File: config.mk
export PLATFORM = sky130hd
export DESIGN_NAME = key_cmd_sched
export DESIGN_NICKNAME = d
export VERILOG_FILES = /design/src/rtl/key_cmd_sched.sv
export SDC_FILE = /design/constraint.sdc
export NUM_CORES = 1
export LEC_CHECK = 0
export BUFFER_PORTS_ARGS = -buffer_cell sky130_fd_sc_hd__buf_4
export CORE_UTILIZATION = 40
export CTS_BUF_LIST = sky130_fd_sc_hd__clkbuf_8 sky130_fd_sc_hd__clkbuf_16
export DETAILED_ROUTE_END_ITERATION = 10
export PLACE_DENSITY = 0.61
export SLEW_MARGIN = 0
export SYNTH_ARGS = -nofsm -noshare
export SYNTH_HDL_FRONTEND = slang
export SYNTH_SLANG_ARGS = --single-unit
File: constraint.sdc
create_clock -name clk -period 5.04 [get_ports clk]
set_input_delay 0.756 -clock clk [delete_from_list [all_inputs] [get_ports clk]]
set_output_delay 0.756 -clock clk [all_outputs]
set_load 0.01 [all_outputs]
File: src/rtl/key_cmd_sched.sv
// Key command scheduler: latches debounced key pulses into pending flags, serialises
// them round-robin into a small command FIFO and hands them out over valid/ready.
module key_cmd_sched #(
   parameter int WIDTH   = 5,
   parameter int CODE_W  = 3,
   parameter int DEPTH   = 4,
   parameter int TIMEOUT = 1_000_000
) (
   input  logic                     clk,
   input  logic                     rst,
   input  logic                     en,
   input  logic                     flush,
   input  logic [WIDTH-1:0]         key_pulse,
   output logic                     cmd_valid,
   output logic [CODE_W-1:0]        cmd_code,
   input  logic                     cmd_ready,
   output logic [$clog2(DEPTH):0]   fifo_level,
   output logic [7:0]               drop_cnt,
   output logic                     timeout_err,
   output logic                     busy
);

   localparam int AW = $clog2(DEPTH);
   localparam int TW = (TIMEOUT > 1) ? $clog2(TIMEOUT) : 1;
   localparam logic [TW-1:0]     WAIT_LAST = (TIMEOUT > 0) ? TW'(TIMEOUT - 1) : '0;
   localparam logic [AW:0]       FULL_LVL  = (AW + 1)'(DEPTH);
   localparam logic [CODE_W-1:0] RR_INIT   = CODE_W'(WIDTH - 1);

   logic [WIDTH-1:0]  pend;
   logic [WIDTH-1:0]  pend_nxt;
   logic [WIDTH-1:0]  cap;
   logic [CODE_W-1:0] rr_ptr;
   logic [CODE_W-1:0] mem [DEPTH];
   logic [AW-1:0]     wr_ptr;
   logic [AW-1:0]     rd_ptr;
   logic [AW:0]       level;
   logic [AW:0]       level_after_pop;
   logic [TW-1:0]     wait_cnt;
   logic [CODE_W-1:0] code_nxt;

   logic              arb_en;
   logic              grant;
   logic [CODE_W-1:0] grant_idx;
   logic [WIDTH-1:0]  grant_vec;
   logic              push;
   logic              pop;
   logic              to_fire;
   logic              coalesce;

   assign cmd_valid  = (level != '0);
   assign fifo_level = level;
   assign busy       = (|pend) | cmd_valid;

   // Full FIFO blocks the arbiter even when the head pops this cycle.
   assign arb_en = (level != FULL_LVL) && !flush;

   // Pass 1 finds the lowest pending key above the pointer; pass 2 wraps around.
   // NOTE: every always_comb output gets a default first so no latch is inferred.
   always_comb begin
      grant     = 1'b0;
      grant_idx = '0;
      grant_vec = '0;
      if (arb_en) begin
         for (int i = 0; i < WIDTH; i++) begin
            if (!grant && pend[i] && (CODE_W'(i) > rr_ptr)) begin
               grant        = 1'b1;
               grant_idx    = CODE_W'(i);
               grant_vec[i] = 1'b1;
            end
         end
         for (int i = 0; i < WIDTH; i++) begin
            if (!grant && pend[i]) begin
               grant        = 1'b1;
               grant_idx    = CODE_W'(i);
               grant_vec[i] = 1'b1;
            end
         end
      end
   end

   assign push     = grant;
   assign to_fire  = (TIMEOUT > 0) && cmd_valid && !cmd_ready && (wait_cnt == WAIT_LAST);
   assign pop      = cmd_valid && (cmd_ready || to_fire);
   assign cap      = en ? key_pulse : '0;
   assign coalesce = |(cap & pend & ~grant_vec);
   assign pend_nxt = (pend & ~grant_vec) | cap;

   // Registered head: next entry after a pop, or the fresh grant into an empty FIFO.
   always_comb begin
      level_after_pop = level - (AW + 1)'(pop);
      code_nxt        = cmd_code;
      if (level_after_pop != '0)
         code_nxt = mem[rd_ptr + AW'(pop)];
      else if (push)
         code_nxt = grant_idx;
   end

   // NOTE: sequential state is written with non-blocking assignments only.
   always_ff @(posedge clk or posedge rst) begin
      if (rst) begin
         pend        <= '0;
         rr_ptr      <= RR_INIT;
         wr_ptr      <= '0;
         rd_ptr      <= '0;
         level       <= '0;
         cmd_code    <= '0;
         drop_cnt    <= '0;
         timeout_err <= 1'b0;
         wait_cnt    <= '0;
      end else if (flush) begin
         pend        <= '0;
         wr_ptr      <= '0;
         rd_ptr      <= '0;
         level       <= '0;
         timeout_err <= 1'b0;
         wait_cnt    <= '0;
      end else begin
         pend        <= pend_nxt;
         cmd_code    <= code_nxt;
         timeout_err <= to_fire;
         level       <= level + (AW + 1)'(push) - (AW + 1)'(pop);
         if (grant)
            rr_ptr <= grant_idx;
         if (push)
            wr_ptr <= wr_ptr + AW'(1);
         if (pop)
            rd_ptr <= rd_ptr + AW'(1);
         if (coalesce && (drop_cnt != 8'hFF))
            drop_cnt <= drop_cnt + 8'd1;
         if ((TIMEOUT == 0) || !cmd_valid || pop)
            wait_cnt <= '0;
         else if (!cmd_ready)
            wait_cnt <= wait_cnt + TW'(1);
      end
   end

   // NOTE: FIFO storage is not reset; the level counter alone defines which entries are live.
   always_ff @(posedge clk) begin
      if (push)
         mem[wr_ptr] <= grant_idx;
   end

endmodule

* Word level (Yosys, flattened, before mapping)
Memory sizes are Yosys's and may differ from the RTL's.
Index checks and enable logic that the tools add are counted.
** Word-level totals
- Flip-flop bits (word level) :: 47
- Bits in latches :: 0
- RAM bits :: 12
- Bits in read-only memories :: 0
- Bits of input ports :: 10
- Output and inout port bits :: 17
- Logic and storage cells :: 132
- Memories :: 1
** Memory list
- mem :: words 4, width 3, rd ports 1, clocked after memory_dff 0, write ports 1, line 33 : logic [CODE_W-1:0] mem [DEPTH];
** Cells by class
- $add $sub $neg :: 8
- Multipliers :: 0
- Divide/modulo/power cells :: 0
- Magnitude comparators :: 5
- Equality and inequality tests :: 4
- Shifts and indexed selects :: 0
- Multiplexer cells :: 55
- Bitwise logic cells :: 7
- Reduce and logical (&&, ||, !) cells :: 43
** Operators with widths (number)
- two-way mux 20 bit :: 3
- two-way mux 3 bit :: 12
- two-way mux 1 bit :: 33
- adder 20 x 1 -> 20 bit (second input constant) :: 1
- equality test 20 bit (second input constant) :: 1
- logical AND 1 bit :: 19
- bitwise AND 5 bit :: 3
- two-way mux 5 bit :: 3
- logical NOT 1 bit :: 12
- OR reduction 5 bit :: 2
- adder 8 x 1 -> 8 bit (second input constant) :: 1
- two-way mux 2 bit :: 4
- != test 8 bit (second input constant) :: 1
- > comparator 1 x 3 -> 1 bit (first input constant) :: 2
- > comparator 2 x 3 -> 1 bit (first input constant) :: 2
- AND reduction 2 bit :: 3
- nonzero test 2 bit :: 3
- nonzero test 3 bit :: 2
- subtractor 3 x 1 -> 3 bit :: 2
- NOT 5 bit :: 1
- OR 5 bit :: 1
- adder 2 x 1 -> 2 bit (second input constant) :: 2
- adder 3 x 1 -> 3 bit :: 1
- > comparator 3 bit (first input constant) :: 1
- other kinds (6) :: 7

* Logic depth before layout (Yosys ltp)
- Depth after elaboration :: 49
- Gate-level depth with buffers :: 12
- Depth with buffers taken out :: 12

* Worst setup path before layout
OpenSTA, ideal clock, no wires.
- Kind :: input -> register
- From :: in flush
- To :: reg level[2] (netlist: fifo_level[2])
- Library setup time :: 132 ps
- Data arrival time :: 2684 ps
- Data required time :: 4908 ps
- Path slack :: 2224 ps
- Stages :: 11
- Buffers on the path :: 1
- Cell sequence :: clkbuf_1 a21o_1 nor2_1 clkinv_1 ha_1 inv_1 ha_1 inv_1 fa_1 xnor2_1 nor2_1
** On the way
- Longest elaborated chain between the ends :: 6
** RTL lines
- start, declared :: line 12 : input logic flush,
- logical NOT 1 bit :: line 55 : assign arb_en = (level != FULL_LVL) && !flush;
- logical AND 1 bit :: line 55
- two-way mux 1 bit :: line 63 : if (arb_en) begin
- adder 3 x 1 -> 3 bit :: line 121 : level <= level + (AW + 1)'(push) - (AW + 1)'(pop);
- subtractor 3 x 1 -> 3 bit :: line 121
- two-way mux 3 bit * :: line 110 : end else if (flush) begin
- end signal, assigned :: line 121
- end, declared :: line 36 : logic [AW:0] level;
Mark *: on every way between the ends. The rest lies on a longest branch, timed or not.
A chain may end at the register's enable or synchronous reset.

* Final worst setup path
- From :: reg wait_cnt[7]
- To :: reg cmd_code[0]
** On the way
- Longest elaborated chain between the ends :: 8
- Elaborated cells on any way between the ends :: 11
- Those cells by class :: add/sub (2); eq/ne (1); mux (1); reduce/logical (6); memory (1)
** RTL lines
- start, declared :: line 38 : logic [TW-1:0] wait_cnt;
- start signal, assigned :: line 133 : wait_cnt <= wait_cnt + TW'(1);
- equality test 20 bit * :: line 82 : assign to_fire = (TIMEOUT > 0) && cmd_valid && !cmd_ready && (wait_cnt == WAIT_LAST);
- logical AND 1 bit * :: line 82
- logical OR 1 bit * :: line 83 : assign pop = cmd_valid && (cmd_ready || to_fire);
- logical AND 1 bit * :: line 83
- subtractor 3 x 1 -> 3 bit :: line 90 : level_after_pop = level - (AW + 1)'(pop);
- nonzero test 3 bit :: line 92 : if (level_after_pop != '0)
- nonzero test 2 bit (no line)
- AND reduction 2 bit (no line)
- end signal, assigned :: line 119 : cmd_code <= code_nxt;
- end, declared :: line 15 : output logic [CODE_W-1:0] cmd_code,
Marks and branches as above.

==> metrics.txt <==
CTS tree=done; H-Tree Depth=3; crit-path cells=or4b_1 > nor3_1 > nand4_1 > a21oi_1 > ha_1 > xor2_1 > mux4_2 > o22ai_1 > a21oi_1; max cap viols=0; Worst-Skew Late Latency=0.34 ns; Num CTS Buffers=9; first-pass GRT wire length=10.6 mm; Distinct cells, synth=51; WP data required=5.25 ns; Die Wd=89.3 µm; reg-to-reg setup timing slack=2.01 ns; status=complete, no violations; drt wl/cell=14.1 µm; Pre-antenna DRT Iters=4; Worst Hold Path EP=wait_cnt[0]$_DFFE_PP0P_; setup TNS=0 ns; Antenna Nets Post-Route=0; via/cell ratio=5.12; Post-Syn Area=3050 µm²; Die ar.=7980 µm²; register bit count reported by yosys=59; f_max=329 MHz; vias=2,211; Final Net Count=349; Leak=1.55 nW; Arr. time, crit path=3.25 ns; Critical Path Source Type=flop; most common cell after layout, fill and taps aside=dfrtp_1; Critical Path Fanout Max=5; PD cells=443 nW/µm²; number of global-route vias before repair=2,229; most frequent cells in the layout=dfrtp_1 (46), nor2_1 (43), nand2_1 (30), buf_4 (26), xor2_1 (18); initial drt markers=108; # IOs=27; clk slew on worst S/H paths=0.07 ns; row count=31; Clock Skew=0.00779 ns; all-layer global routing usage=18.0%; most frequent CP cell=a21oi_1; most area-hungry cell type in the Yosys netlist=dfrtp_1; Layout area overhead=16.0%; Port-buffer cells=26; Critical-path top delay cell=or4b_1; DRC=0; Reg2Reg Depth=9; Crit. End Element=flop; largest net degree at the start of global routing=48; total core area=7290 µm²; Clock Tree Buf Depth=2; crit-path max cell delay=0.52 ns; HPWL after detailed placement=4.41 mm; Final Hold Vio Count=0; Pwr Total=1.57 mW; clock sinks=59; CTS Hold Bufs=0; CTS root buffer=clkbuf_8; worst hold path class=flop to flop; Max VDD drop=0.152 mV; WL final=6.10 mm; worst r2r src=wait_cnt[7]$_DFFE_PP0P_; diode count=0; syn_nets=318; Post CTS Setup Buffer Count=0; min-delay src=wait_cnt[0]$_DFFE_PP0P_; antenna violations before repair=0; final setup vio count=0; die height=89.3 µm; async set-or-reset flop fraction in the synthesized netlist=79.7%; register area share after synthesis=50.4%; Slew Limit Fails=0; initial cell density of the core=41.8%; global route total overflow=0; synth warn=0; Post-synth EDFFs=12; Worst-Margin Slew=0.987 ns; Min-Delay Path Depth=1; Placer Congestion=0.836; Final Cycle Share=60.2%; share of cells above drive strength 1=16.2%; Top FF cell, synth=dfrtp_1; PostCTS Resize Cnt=0; Crit Path Category=flop to flop; Yosys top cell area share=37.8%; cells after synthesis=297; Post-Synthesis Mean Instance Area=10.3 µm²; RSZ-0062 raised after global routing=no; Area contributors post-synth=dfrtp_1 (38%), edfxtp_1 (12%), nor2_1 (5.3%); relative slew slack=34.1%; final period demand of the worst path=3.03 ns; reg-to-reg endpoint=cmd_code[0]$_DFFE_PP0P_
[Yosys cell counts (all sizes together), types with 2 or more instances]
cell and count:
and2 6, o21ai 5, ha 10, and3 7, buf 2, nand4 5
nand2 30, nand2b 4, xnor2 12, or4 3, o22ai 3, mux4 3
inv 16, nor2 43, a22oi 2, edfxtp 12, nor4 4, a21oi 11
nand3b 2, o31ai 2, mux2 3, dfrtp 46, a21o 3, a31oi 3
nor2b 3, a211o 2, clkbuf 4, nor3 7, xor2 18, nand3 12
[kinds of logic (layout without fill, tap and decap cells)]
logic type,after synthesis,after routing,synth area share (%)
AOI/OAI and AO/OA,38,38,9.31
xor gates and xnor gates,30,30,8.62
adders and majority gates,11,11,4.76
buffers and inverters,23,59,2.91
DFF,59,59,50.4
muxes,6,6,3.32
and+or+nand+nor,130,130,20.6
[sequential cells by signal (all words and copies together) (netlist names)]
register / flops
pend: 5
wr_ptr: 2
fifo_level: 3
timeout_err: 1
rr_ptr: 3
drop_cnt: 8
mem: 12
wait_cnt: 20
cmd_code: 3
rd_ptr: 2
[report_power, final]
| part | internal, mW | switching (mW) | total [mW] | leakage, nW |
|---|---|---|---|---|
| combinational | 0.228 | 0.257 | 0.485 | 0.704 |
| sequential | 0.567 | 0.0895 | 0.657 | 0.738 |
| clock | 0.237 | 0.186 | 0.423 | 0.103 |
[metrics by stage]
step                      utilization (%)  hold WS (ns)  area (µm²)  std cells  setup slack [ns]
after floorplan                         -         0.446        3050        297              2.22
after CTS                            48.5         0.493        3540        432              1.98
after global routing                 48.5         0.519        3540        432              1.67
final                                48.5         0.493        3540        432              2.01
after detailed placement             45.8         0.480        3340        416              1.95
after global placement               45.8         0.482        3340        416              2.04
[layer usage]
metal	routed length, µm	share of wire, %	GRT usage, %
met5	0	0	0
met4	131	2.1	8.37
met3	211	3.5	4.16
met2	2800	46	27.8
met1	2960	49	24.1
[worst max path at each step]
stage                                   end                startpoint  slack [ns]  cells after the start
finish              cmd_code[0]$_DFFE_PP0P_   wait_cnt[7]$_DFFE_PP0P_        2.01                      9
global route        cmd_code[0]$_DFFE_PP0P_   wait_cnt[0]$_DFFE_PP0P_        1.67                     10
CTS                 cmd_code[0]$_DFFE_PP0P_  wait_cnt[12]$_DFFE_PP0P_        1.98                      9
detailed placement  fifo_level[2]$_DFF_PP0_                     flush        1.95                     11
global placement    fifo_level[2]$_DFF_PP0_                     flush        2.04                     11
floorplan           fifo_level[2]$_DFF_PP0_                     flush        2.22                     11
[final cells by class]
cell class | count | area [µm²]
clock buffers | 10 | 138
multi-input cells | 215 | 1420
clock inverters | 6 | 56.3
fillers | 716 | 3750
repair buffers | 26 | 195
flip-flops and latches | 59 | 1540
well taps | 99 | 124
inverters | 17 | 63.8
[critical path, delay by kind of cell (launching register included)]
kind	cells	cell delay, ns
muxes	1	0.34
xor gates and xnor gates	1	0.29
and+or+nand+nor	3	0.95
adders and majority gates	1	0.25
AOI/OAI and AO/OA	3	0.66
DFF	1	0.42
No activity file was read; power rests on OpenSTA's default activity.
